===== config.mk =====
export PLATFORM = sky130hd
export DESIGN_NAME = cam_access_controller_flat
export DESIGN_NICKNAME = d
export VERILOG_FILES = /design/src/rtl/cam_access_controller_if.sv /design/src/rtl/cam_access_controller.sv /design/src/flat_wrapper.sv
export SDC_FILE = /design/constraint.sdc
export NUM_CORES = 1
export LEC_CHECK = 0
export BUFFER_PORTS_ARGS = -buffer_cell sky130_fd_sc_hd__buf_2
export CORE_MARGIN = 4
export CORE_UTILIZATION = 55
export CTS_BUF_LIST = sky130_fd_sc_hd__clkbuf_8
export DETAILED_ROUTE_END_ITERATION = 7
export PLACE_DENSITY = 0.8
export SYNTH_ARGS = -nofsm -noshare
export SYNTH_HDL_FRONTEND = slang
export SYNTH_SLANG_ARGS = --single-unit

===== constraint.sdc =====
create_clock -name clk -period 2.6 [get_ports clk]
set_clock_uncertainty 0.15 [all_clocks]
set_input_delay 0.13 -clock clk [delete_from_list [all_inputs] [get_ports clk]]
set_output_delay 0.13 -clock clk [all_outputs]
set_load 0.05 [all_outputs]

===== src/rtl/cam_access_controller_if.sv =====
// cam_access_controller_if: the bundle of wires between the CAM access controller,
// its clients and the CAM itself.
//   Insert port : ins_req, ins_key -> ins_done, ins_addr, ins_new
//   Lookup port : lk_req, lk_key   -> lk_done, lk_hit, lk_addr
//   CAM pins    : cam_wen, cam_ren, cam_din, cam_addr -> CAM; cam_dout, cam_hit <- CAM
//   Status      : count, full
// modport slave is the controller; modport master is the client/CAM side.
interface cam_access_controller_if #(
  parameter int DATA_W = 8,
  parameter int ADDR_W = 4
);
  logic              ins_req;
  logic [DATA_W-1:0] ins_key;
  logic              ins_done;
  logic [ADDR_W-1:0] ins_addr;
  logic              ins_new;
  logic              lk_req;
  logic [DATA_W-1:0] lk_key;
  logic              lk_done;
  logic              lk_hit;
  logic [ADDR_W-1:0] lk_addr;
  logic              cam_wen;
  logic              cam_ren;
  logic [DATA_W-1:0] cam_din;
  logic [ADDR_W-1:0] cam_addr;
  logic [ADDR_W-1:0] cam_dout;
  logic              cam_hit;
  logic [ADDR_W:0]   count;
  logic              full;

  modport slave (
    input  ins_req, ins_key, lk_req, lk_key, cam_dout, cam_hit,
    output ins_done, ins_addr, ins_new, lk_done, lk_hit, lk_addr,
    output cam_wen, cam_ren, cam_din, cam_addr, count, full
  );

  modport master (
    output ins_req, ins_key, lk_req, lk_key, cam_dout, cam_hit,
    input  ins_done, ins_addr, ins_new, lk_done, lk_hit, lk_addr,
    input  cam_wen, cam_ren, cam_din, cam_addr, count, full
  );
endinterface


===== src/rtl/cam_access_controller.sv =====
// cam_access_controller: round-robin sequencer between an insert port and a
// lookup port in front of a 16x8 CAM. Inserts search first and only write on a
// miss; write addresses are handed out in FIFO order (oldest overwritten when
// full). A valid bitmap masks CAM hits on entries never written since reset.
// Ports:
//   clk   - clock, rising edge
//   rst_n - asynchronous active-low reset
//   bus   - cam_access_controller_if.slave (client ports, CAM pins, count/full)
module cam_access_controller #(
  parameter int DATA_W  = 8,
  parameter int ADDR_W  = 4,
  parameter int ENTRIES = 16
) (
  input logic                    clk,
  input logic                    rst_n,
  cam_access_controller_if.slave bus
);

  typedef enum logic [2:0] {
    IDLE  = 3'd0,
    ISSUE = 3'd1,
    CHECK = 3'd2,
    WRITE = 3'd3,
    RESP  = 3'd4
  } state_t;

  localparam logic [ADDR_W:0]   FULL_CNT = (ADDR_W+1)'(ENTRIES);
  localparam logic [ADDR_W:0]   CNT_ONE  = (ADDR_W+1)'(1);
  localparam logic [ADDR_W-1:0] PTR_ONE  = ADDR_W'(1);

  state_t              state_r;
  logic                op_ins_r;       // 1 = current op is an insert
  logic                last_ins_r;     // 1 = insert port granted last
  logic [DATA_W-1:0]   key_r;
  logic [ENTRIES-1:0]  valid_r;
  logic [ADDR_W-1:0]   wr_ptr_r;
  logic [ADDR_W:0]     count_r;
  logic                full_r;
  logic                ins_done_r;
  logic [ADDR_W-1:0]   ins_addr_r;
  logic                ins_new_r;
  logic                lk_done_r;
  logic                lk_hit_r;
  logic [ADDR_W-1:0]   lk_addr_r;
  logic                cam_wen_r;
  logic                cam_ren_r;
  logic [DATA_W-1:0]   cam_din_r;
  logic [ADDR_W-1:0]   cam_addr_r;

  logic                hit_eff_s;
  logic                grant_ins_s;
  logic [ADDR_W:0]     count_inc_s;

  // CAM hit qualified by the valid bitmap so stale contents never match.
  always_comb begin
    hit_eff_s = bus.cam_hit & valid_r[bus.cam_dout];
  end

  // Round-robin pick: on a tie the port not served last wins.
  always_comb begin
    if (bus.ins_req && bus.lk_req) begin
      grant_ins_s = ~last_ins_r;
    end else begin
      grant_ins_s = bus.ins_req;
    end
  end

  // Saturating entry count after a write (overwrites keep it at full).
  always_comb begin
    if (count_r == FULL_CNT) begin
      count_inc_s = count_r;
    end else begin
      count_inc_s = count_r + CNT_ONE;
    end
  end

  // Main sequencer: state, bookkeeping and all registered outputs.
  always_ff @(posedge clk or negedge rst_n) begin
    if (!rst_n) begin
      state_r    <= IDLE;
      op_ins_r   <= 1'b0;
      last_ins_r <= 1'b0;
      key_r      <= '0;
      valid_r    <= '0;
      wr_ptr_r   <= '0;
      count_r    <= '0;
      full_r     <= 1'b0;
      ins_done_r <= 1'b0;
      ins_addr_r <= '0;
      ins_new_r  <= 1'b0;
      lk_done_r  <= 1'b0;
      lk_hit_r   <= 1'b0;
      lk_addr_r  <= '0;
      cam_wen_r  <= 1'b0;
      cam_ren_r  <= 1'b0;
      cam_din_r  <= '0;
      cam_addr_r <= '0;
    end else begin
      // Pulses and enables are single-cycle unless re-asserted below.
      ins_done_r <= 1'b0;
      lk_done_r  <= 1'b0;
      cam_wen_r  <= 1'b0;
      cam_ren_r  <= 1'b0;
      case (state_r)
        IDLE: begin
          if (bus.ins_req || bus.lk_req) begin
            op_ins_r   <= grant_ins_s;
            last_ins_r <= grant_ins_s;
            key_r      <= grant_ins_s ? bus.ins_key : bus.lk_key;
            // Search is issued in the cycle after the grant.
            cam_ren_r  <= 1'b1;
            cam_din_r  <= grant_ins_s ? bus.ins_key : bus.lk_key;
            state_r    <= ISSUE;
          end else begin
            state_r <= IDLE;
          end
        end
        ISSUE: begin
          state_r <= CHECK;
        end
        CHECK: begin
          if (!op_ins_r) begin
            lk_hit_r  <= hit_eff_s;
            lk_addr_r <= hit_eff_s ? bus.cam_dout : '0;
            lk_done_r <= 1'b1;
            state_r   <= RESP;
          end else if (hit_eff_s) begin
            ins_addr_r <= bus.cam_dout;
            ins_new_r  <= 1'b0;
            ins_done_r <= 1'b1;
            state_r    <= RESP;
          end else begin
            cam_wen_r  <= 1'b1;
            cam_addr_r <= wr_ptr_r;
            cam_din_r  <= key_r;
            state_r    <= WRITE;
          end
        end
        WRITE: begin
          valid_r[wr_ptr_r] <= 1'b1;
          ins_addr_r        <= wr_ptr_r;
          ins_new_r         <= 1'b1;
          ins_done_r        <= 1'b1;
          wr_ptr_r          <= wr_ptr_r + PTR_ONE;
          count_r           <= count_inc_s;
          full_r            <= (count_inc_s == FULL_CNT);
          state_r           <= RESP;
        end
        RESP: begin
          state_r <= IDLE;
        end
        default: begin
          state_r <= IDLE;
        end
      endcase
    end
  end

  assign bus.ins_done = ins_done_r;
  assign bus.ins_addr = ins_addr_r;
  assign bus.ins_new  = ins_new_r;
  assign bus.lk_done  = lk_done_r;
  assign bus.lk_hit   = lk_hit_r;
  assign bus.lk_addr  = lk_addr_r;
  assign bus.cam_wen  = cam_wen_r;
  assign bus.cam_ren  = cam_ren_r;
  assign bus.cam_din  = cam_din_r;
  assign bus.cam_addr = cam_addr_r;
  assign bus.count    = count_r;
  assign bus.full     = full_r;

endmodule


===== src/flat_wrapper.sv =====
// flat-port wrapper written by rule: the top's interface ports become plain ports
module cam_access_controller_flat 
#(
  parameter int DATA_W  = 8,
  parameter int ADDR_W  = 4,
  parameter int ENTRIES = 16
)
  (clk, rst_n, bus_ins_req, bus_ins_key, bus_lk_req, bus_lk_key, bus_cam_dout, bus_cam_hit, bus_ins_done, bus_ins_addr, bus_ins_new, bus_lk_done, bus_lk_hit, bus_lk_addr, bus_cam_wen, bus_cam_ren, bus_cam_din, bus_cam_addr, bus_count, bus_full);
  cam_access_controller_if #(.DATA_W(DATA_W), .ADDR_W(ADDR_W)) bus_i ();
  input logic clk;
  input logic rst_n;
  input wire logic [$bits(bus_i.ins_req)-1:0] bus_ins_req;
  input wire logic [$bits(bus_i.ins_key)-1:0] bus_ins_key;
  input wire logic [$bits(bus_i.lk_req)-1:0] bus_lk_req;
  input wire logic [$bits(bus_i.lk_key)-1:0] bus_lk_key;
  input wire logic [$bits(bus_i.cam_dout)-1:0] bus_cam_dout;
  input wire logic [$bits(bus_i.cam_hit)-1:0] bus_cam_hit;
  output wire logic [$bits(bus_i.ins_done)-1:0] bus_ins_done;
  output wire logic [$bits(bus_i.ins_addr)-1:0] bus_ins_addr;
  output wire logic [$bits(bus_i.ins_new)-1:0] bus_ins_new;
  output wire logic [$bits(bus_i.lk_done)-1:0] bus_lk_done;
  output wire logic [$bits(bus_i.lk_hit)-1:0] bus_lk_hit;
  output wire logic [$bits(bus_i.lk_addr)-1:0] bus_lk_addr;
  output wire logic [$bits(bus_i.cam_wen)-1:0] bus_cam_wen;
  output wire logic [$bits(bus_i.cam_ren)-1:0] bus_cam_ren;
  output wire logic [$bits(bus_i.cam_din)-1:0] bus_cam_din;
  output wire logic [$bits(bus_i.cam_addr)-1:0] bus_cam_addr;
  output wire logic [$bits(bus_i.count)-1:0] bus_count;
  output wire logic [$bits(bus_i.full)-1:0] bus_full;
  assign bus_i.ins_req = bus_ins_req;
  assign bus_i.ins_key = bus_ins_key;
  assign bus_i.lk_req = bus_lk_req;
  assign bus_i.lk_key = bus_lk_key;
  assign bus_i.cam_dout = bus_cam_dout;
  assign bus_i.cam_hit = bus_cam_hit;
  assign bus_ins_done = bus_i.ins_done;
  assign bus_ins_addr = bus_i.ins_addr;
  assign bus_ins_new = bus_i.ins_new;
  assign bus_lk_done = bus_i.lk_done;
  assign bus_lk_hit = bus_i.lk_hit;
  assign bus_lk_addr = bus_i.lk_addr;
  assign bus_cam_wen = bus_i.cam_wen;
  assign bus_cam_ren = bus_i.cam_ren;
  assign bus_cam_din = bus_i.cam_din;
  assign bus_cam_addr = bus_i.cam_addr;
  assign bus_count = bus_i.count;
  assign bus_full = bus_i.full;
  cam_access_controller #(.DATA_W(DATA_W), .ADDR_W(ADDR_W), .ENTRIES(ENTRIES)) u_core (.clk(clk), .rst_n(rst_n), .bus(bus_i));
endmodule

==> reports/metrics.yaml, run 1 <==
sta:
  worst_slew_pin_slew_ps: 766.7
  fmax_ghz: 0.4337
  period_minus_slack_ps: 2306
  tns_ps: 0
  rsz0062_at_grt: "false"
  finalMaxSlewViolations: 0
  min_period_over_period: 0.8868
  max_slew_margin: 0.4889
  setup_viol: 0
  final_hold_viol_count: 0
synthesis:
  synth_nets: 283
  syn_avg_cell_area_um2: 11.52
  ys_types: 38
  ys_ff_latch: 64
  synth_warnings: 0
  yosysSeqAreaShare: 0.5515
  syn_area_um2: 2904
  netlist_instances: 252
place:
  routabilityCongestion: 0.8380
  place.detailed.hpwl_um: 4089
  io_buffers: 56
clock_tree:
  cts_made_buffers: 9
  clock_latency_ps: 340
  cts_root_buffer: "clkbuf_8"
  clockBufferDepth: 2
  clkTransAtPathRegs_ps: 60
  cts.sinks: 64
  cts_tree: "built"
  cts_max_level: 3
routing:
  wl_met3_um: 341
  maxUsedRoutingLayer: "met4"
  drt-initial-drc-count: 204
  wl_met2_um: 3028
  wl_met1_um: 2857
  viasPerCell: 5.399
  routed_wl_um: 6354
  routedWlPerCell_um: 15.73
  drtPass1Iterations: 4
  ant_nets: 0
  num_vias: 2181
  drc: 0
grt:
  groute.usage.overall: 0.2205
  grt_pass1_vias: 2235
  grt_max_degree: 65
  grt_pass1_wl_um: 10540
  antenna_found_initial: 0
  grt_overflow_total: 0
outcome:
  run_status: "completed"
final_layout:
  area_delta_synth_final_pct: 24.34
  drive_above_1_share: 0.3353
  n_antenna_cell: 0
  nets: 360
  seq_area_um2: 1602
  multiInputGateArea_um2: 1224
  nFillCells: 387
  final_util: 0.7070
worst_setup_path:
  reg2reg_from: "u_core.valid_r[11]$_DFFE_PN0P_"
  critPathLaunch: "bus_cam_dout[2]"
  worstSetupPathType: "in -> reg"
  cpPeakStageDelay_ps: 560
  timing.critical_path.max_delay_family: "compound AO/OA/AOI/OAI gates"
  cp.required_ps: 2670
  crit_fanout: 9
  arrival_ps: 2380
  cp_cell_sequence: "dlygate4sd3_1, buf_2, nand2_1, a211oi_1, nor3_2, o31ai_4, mux2_2"
  critPathLaunchType: "primary input"
  timing.critical_path.buf_inv: 2
  critPathSlowestCell: "dlygate4sd3_1"
  end_kind: "register"
power_and_ir_drop:
  vdd_ir_drop_max_mv: 0.6662
  p_per_area_nw_per_um2: 1291
  power_leakage_nw: 1.758
die:
  start_util: 0.5686
  ios: 57
  die_h_um: 80.67
  core_um2: 5107
  die_w_um: 80.67
  num_rows: 26
  die-area_um2: 6507
job:
  maxCapViolCount: 0
hold_path:
  hold_start: "bus_lk_key[3]"
  worst_hold_path_type: "in -> reg"
## synthesized netlist by cell type, drive strengths merged
master | instances | area, um2
dfrtp | 64 | 1602
nor2 | 25 | 93.84
a21oi | 19 | 95.09
mux2 | 18 | 202.7
nand2 | 17 | 63.81
o21ai | 16 | 80.08
a31o | 12 | 105.1
mux2i | 11 | 110.1
clkbuf | 9 | 33.78
inv | 7 | 26.28
ha | 6 | 75.07
nor2b | 5 | 31.28
xnor2 | 5 | 43.79
a41o | 4 | 40.04
nor3 | 4 | 36.29
buf | 3 | 18.77
xor2 | 3 | 26.28
a21boi | 2 | 15.01
a21o | 2 | 15.01
and2 | 2 | 12.51
mux4 | 2 | 45.04
nand2b | 2 | 12.51
nand3 | 2 | 10.01
a211o | 1 | 8.760
a211oi | 1 | 7.510
a311oi | 1 | 15.01
a31oi | 1 | 6.260
nand3b | 1 | 7.510
nand4 | 1 | 6.260
nor4 | 1 | 6.260
o211ai | 1 | 7.510
o21a | 1 | 7.510
o311ai | 1 | 8.760
o31ai | 1 | 21.27
or4 | 1 | 7.510
## final timing paths
check / cells after the start / slack, ps / to
worst max-delay path: 7 / 290 / u_core.bus.cam_din[4]$_DFFE_PN0P_
worst min register to register: 1 / 320 / u_core.valid_r[6]$_DFFE_PN0P_
min in group asynchronous: 3 / 330 / u_core.bus.count[4]$_DFFE_PN0P_
worst max register to register: 5 / 320 / u_core.bus.cam_din[4]$_DFFE_PN0P_
max in group asynchronous: 3 / 1470 / u_core.bus.cam_wen$_DFF_PN0_
worst min-delay path: 3 / 10 / u_core.key_r[3]$_DFFE_PN0P_
## state kept, by name (all words and copies together) (netlist names), 3 cells and up
name,flops
u_core.state_r,3
u_core.bus.lk_addr,4
u_core.key_r,8
u_core.bus.count,5
u_core.bus.ins_addr,4
u_core.bus.cam_din,8
u_core.bus.cam_addr,4
u_core.wr_ptr_r,4
u_core.valid_r,16
## final cells by class
type / count / share of cell area
flip-flops and latches: 64 / 0.4435
multi-input cells: 169 / 0.3389
repair buffers: 78 / 0.1351
clock buffers: 12 / 0.04574
well taps: 70 / 0.02426
inverters: 7 / 0.007277
clock inverters: 4 / 0.005198
## worst min-delay path, delay by kind of cell
family / cells / cell delay (ps)
buffers and inverters: 1 / 80
muxes: 1 / 90
AOI/OAI and AO/OA: 1 / 160
## repair_timing
action,in CTS,in global routing
buffers inserted,0,0
hold endpoints to repair,74,0
hold buffers,17,0
resized for setup,0,0
## cell families after synthesis
| family | after synthesis | share of synthesized area |
|---|---|---|
| flip-flops | 64 | 0.5515 |
| AO/OA/AOI/OAI | 63 | 0.1491 |
| AND/OR/NAND/NOR | 61 | 0.09910 |
| multiplexers | 31 | 0.1232 |
| buffers and inverters | 19 | 0.02714 |
| XOR/XNOR | 8 | 0.02413 |
| adder cells (fa/ha/maj) | 6 | 0.02585 |
## metal layers
metal | vias to the layer above | GRT usage
met5 | - | 0
met4 | 0 | 0.1199
met3 | 14 | 0.04933
met2 | 47 | 0.3427
met1 | 1066 | 0.2859
li1 | 1054 | -
## cells in the final DEF, fill, tap and decap left out, types with 2 or more instances in the layout
cell type	synthesis	routed
clkbuf_8	0	12
buf_4	0	5
dlygate4sd3_1	0	17
a21o_1	2	2
ha_1	6	6
xor2_1	3	3
inv_1	7	8
nor3_1	2	2
clkinv_2	0	3
and2_1	2	2
a31o_2	12	12
dfrtp_1	64	64
a21boi_0	2	2
nor2_1	25	25
o21ai_0	16	16
a41o_1	4	4
mux2i_1	11	11
nand2_1	17	17
mux4_2	2	2
a21oi_1	19	19
xnor2_1	5	5
nand3_1	2	2
nor2b_1	5	5
buf_2	0	56
nand2b_1	2	2
mux2_2	18	18
## per-stage QoR
| step | hold slack [ps] | setup WS (ps) | power [mW] | std cells | instance area (um2) |
|---|---|---|---|---|---|
| global placement | 189.9 | 306.1 | 3.790 | 371 | 3257 |
| global route | 9.999 | 195.1 | 4.978 | 404 | 3611 |
| finish | 12.16 | 294.3 | 4.661 | 404 | 3611 |
| floorplan | -315.6 | 510.9 | 3.313 | 252 | 2904 |
| CTS | 0.6452 | 311.1 | 4.676 | 404 | 3611 |
| detailed placement | 195.9 | 228.7 | 3.851 | 371 | 3257 |
## power breakdown
group	leakage, nW	internal, mW	switching, mW
Combinational	0.858	0.747	1.43
Sequential	0.796	1.40	0.304
Clock	0.103	0.415	0.361
Total	1.76	2.56	2.10
Note: power is estimated with default switching activity, not from simulation.
==> run 2, diff against run 1 <==
--- a/config.mk
+++ b/config.mk
@@ -11,6 +11,7 @@
 export CTS_BUF_LIST = sky130_fd_sc_hd__clkbuf_8
 export DETAILED_ROUTE_END_ITERATION = 7
 export PLACE_DENSITY = 0.8
+export RECOVER_POWER = 100
 export SYNTH_ARGS = -nofsm -noshare
 export SYNTH_HDL_FRONTEND = slang
 export SYNTH_SLANG_ARGS = --single-unit
==> reports/metrics.yaml, run 2 (synthesized netlist as in run 1, its figures left out) <==
power_and_ir_drop:
  p_total_mw: 4.594  # -1.4%
  swShare: 0.4579  # +0.007533
  p_per_area_nw_per_um2: 1292  # +0.13%
  pwr-share-clk: 0.169  # +0.002
  seqPwrFrac: 0.372  # +0.007
  vdd_ir_drop_max_mv: 0.6478  # -2.8%
  switching_power_mw: 2.104  # +0.22%
  power_leakage_nw: 1.644  # -6.5%
  intPower_mw: 2.490  # -2.8%
  power.share.combinational: 0.459  # -0.009
worst_setup_path:
  worstSetupPathType: "in -> reg"
  end_kind: "register"
  arrival_ps: 2380  # about the same
  critPathLaunchType: "primary input"
  timing.critical_path.buf_inv: 2  # unchanged
  critPathSlowestCell: "dlygate4sd3_1"
  crit_fanout: 9  # unchanged
  cp_cell_sequence: "dlygate4sd3_1, buf_2, mux4_2, nor2_1, nor3_1, o31ai_4, mux2_2"
  timing.critical_path.max_delay_family: "buffers and inverters"
  cpPeakStageDelay_ps: 560  # about the same
  cp.required_ps: 2670  # about the same
grt:
  groute.usage.overall: 0.2205  # unchanged
  grt_pass1_wl_um: 10540  # unchanged
  grt_max_degree: 65  # unchanged
  antenna_found_initial: 0  # unchanged
  grt_overflow_total: 0  # unchanged
  grt_pass1_vias: 2235  # unchanged
routing:
  viasPerCell: 5.403  # about the same
  routedWlPerCell_um: 15.73  # unchanged
  drc: 0  # unchanged
  ant_nets: 0  # unchanged
  drt-initial-drc-count: 205  # +0.49%
  drtPass1Iterations: 4  # unchanged
  routed_wl_um: 6354  # unchanged
  num_vias: 2183  # +0.092%
sta:
  final_hold_viol_count: 0  # unchanged
  fmax_ghz: 0.4321  # -0.37%
  min_period_over_period: 0.8901  # +0.003308
  finalMaxSlewViolations: 0  # unchanged
  rsz0062_at_grt: "false"
  max_slew_margin: 0.003156  # -0.4857
  setup_viol: 0  # unchanged
  period_minus_slack_ps: 2314  # +8.600 ps
  worst_slew_pin_slew_ps: 1495  # +728.6 ps
  tns_ps: 0  # unchanged
die:
  die_h_um: 80.67  # unchanged
  die_w_um: 80.67  # unchanged
  start_util: 0.5686  # unchanged
  die-area_um2: 6507  # unchanged
  num_rows: 26  # unchanged
  core_um2: 5107  # unchanged
  ios: 57  # unchanged
clock_tree:
  cts.sinks: 64  # unchanged
  cts_max_level: 3  # unchanged
  cts_tree: "built"
  postCtsSetupBuffers: 0  # unchanged
  cts_made_buffers: 9  # unchanged
  cts_root_buffer: "clkbuf_8"
  clockBufferDepth: 2  # unchanged
  clkTransAtPathRegs_ps: 60  # about the same
  clock_latency_ps: 340  # about the same
final_layout:
  final_util: 0.6960  # -0.01102
  mostFrequentLayoutCell: "dfrtp_1"
  nets: 360  # unchanged
  finalInstanceArea_um2: 3555  # -1.6%
  area_delta_synth_final_pct: 22.40
  drive_above_1_share: 0.2335  # -0.1018
  largest_reg_flops: 16  # unchanged
  final_cell_mix: "64 x dfrtp_1, 33 x clkbuf_1, 25 x nor2_1, 24 x buf_2, 19 x a21oi_1"
  n_antenna_cell: 0  # unchanged
  largest-register: "u_core.valid_r"
place:
  routabilityCongestion: 0.8380  # unchanged
  postPlaceCellArea_um2: 3257  # unchanged
  place.detailed.hpwl_um: 4089  # unchanged
  io_buffers: 56  # unchanged
outcome:
  violations: "max-capacitance violations"
  run_status: "finished, violations left"
job:
  maxCapViolCount: 1  # +1
hold_path:
  worst_hold_path_type: "in -> reg"
-- run 2: worst register-to-register path: cells and delay by family, from the launching register on --
kind | cells | cell delay, ps
mux | 2 | 880
compound gates | 1 | 470
flops | 1 | 380
simple gates | 2 | 290
-- run 2: worst paths after layout --
path / slack [ps] / to / startpoint / cells after the start
setup / recovery: 290 / u_core.bus.cam_din[4]$_DFFE_PN0P_ / bus_cam_dout[2] / 7
hold / removal: 20 / u_core.key_r[3]$_DFFE_PN0P_ / bus_lk_key[3] / 3
setup reg to reg: 310 / u_core.bus.cam_din[4]$_DFFE_PN0P_ / u_core.valid_r[5]$_DFFE_PN0P_ / 5
hold reg to reg: 320 / u_core.valid_r[6]$_DFFE_PN0P_ / u_core.valid_r[6]$_DFFE_PN0P_ / 1
max in group asynchronous: 790 / u_core.bus.cam_wen$_DFF_PN0_ / rst_n / 3
min in group asynchronous: 630 / u_core.bus.count[4]$_DFFE_PN0P_ / rst_n / 3
-- run 2: stage by stage --
| step | cells | hold slack [ps] | worst slack (ps) |
|---|---|---|---|
| 2_1_floorplan | 252 | -315.6 | 510.9 |
| 3_3_place_gp | 371 | 189.9 | 306.1 |
| 3_5_place_dp | 371 | 195.9 | 228.7 |
| 4_1_cts | 404 | 0.6452 | 311.1 |
| 5_1_grt | 404 | 13.55 | 164.4 |
| 6_report | 404 | 17.71 | 285.7 |
-- run 2: what timing repair did --
item,in CTS,in global routing
resized for setup,0,0
hold endpoints to repair,74,0
hold buffers,17,0
-- run 2: routing by layer --
metal | vias up | GRT usage | share of wire
li1 | 1057 | - | -
met1 | 1073 | 0.2859 | 0.45
met2 | 43 | 0.3427 | 0.48
met3 | 10 | 0.04933 | 0.051
met4 | 0 | 0.1199 | 0.020
met5 | - | 0 | 0
-- run 2: final cells by class --
cell class	instances	area, um2
Sequential cell	64	1602
Fill cell	417	1553
Multi-Input combinational cell	169	1219
Timing Repair Buffer	78	436.7
Clock buffer	12	165.2
Tap cell	70	87.58
Inverter	7	26.28
Clock inverter	4	18.77
-- run 2: power by group through the flow --
stage	registers, mW	logic (mW)	clock network, mW
final	1.71	2.11	0.775
after global routing	1.77	2.30	0.844
after CTS	1.70	2.19	0.786
after detailed placement	1.71	2.14	0
after global placement	1.70	2.09	0
after floorplan	2.34	0.973	0
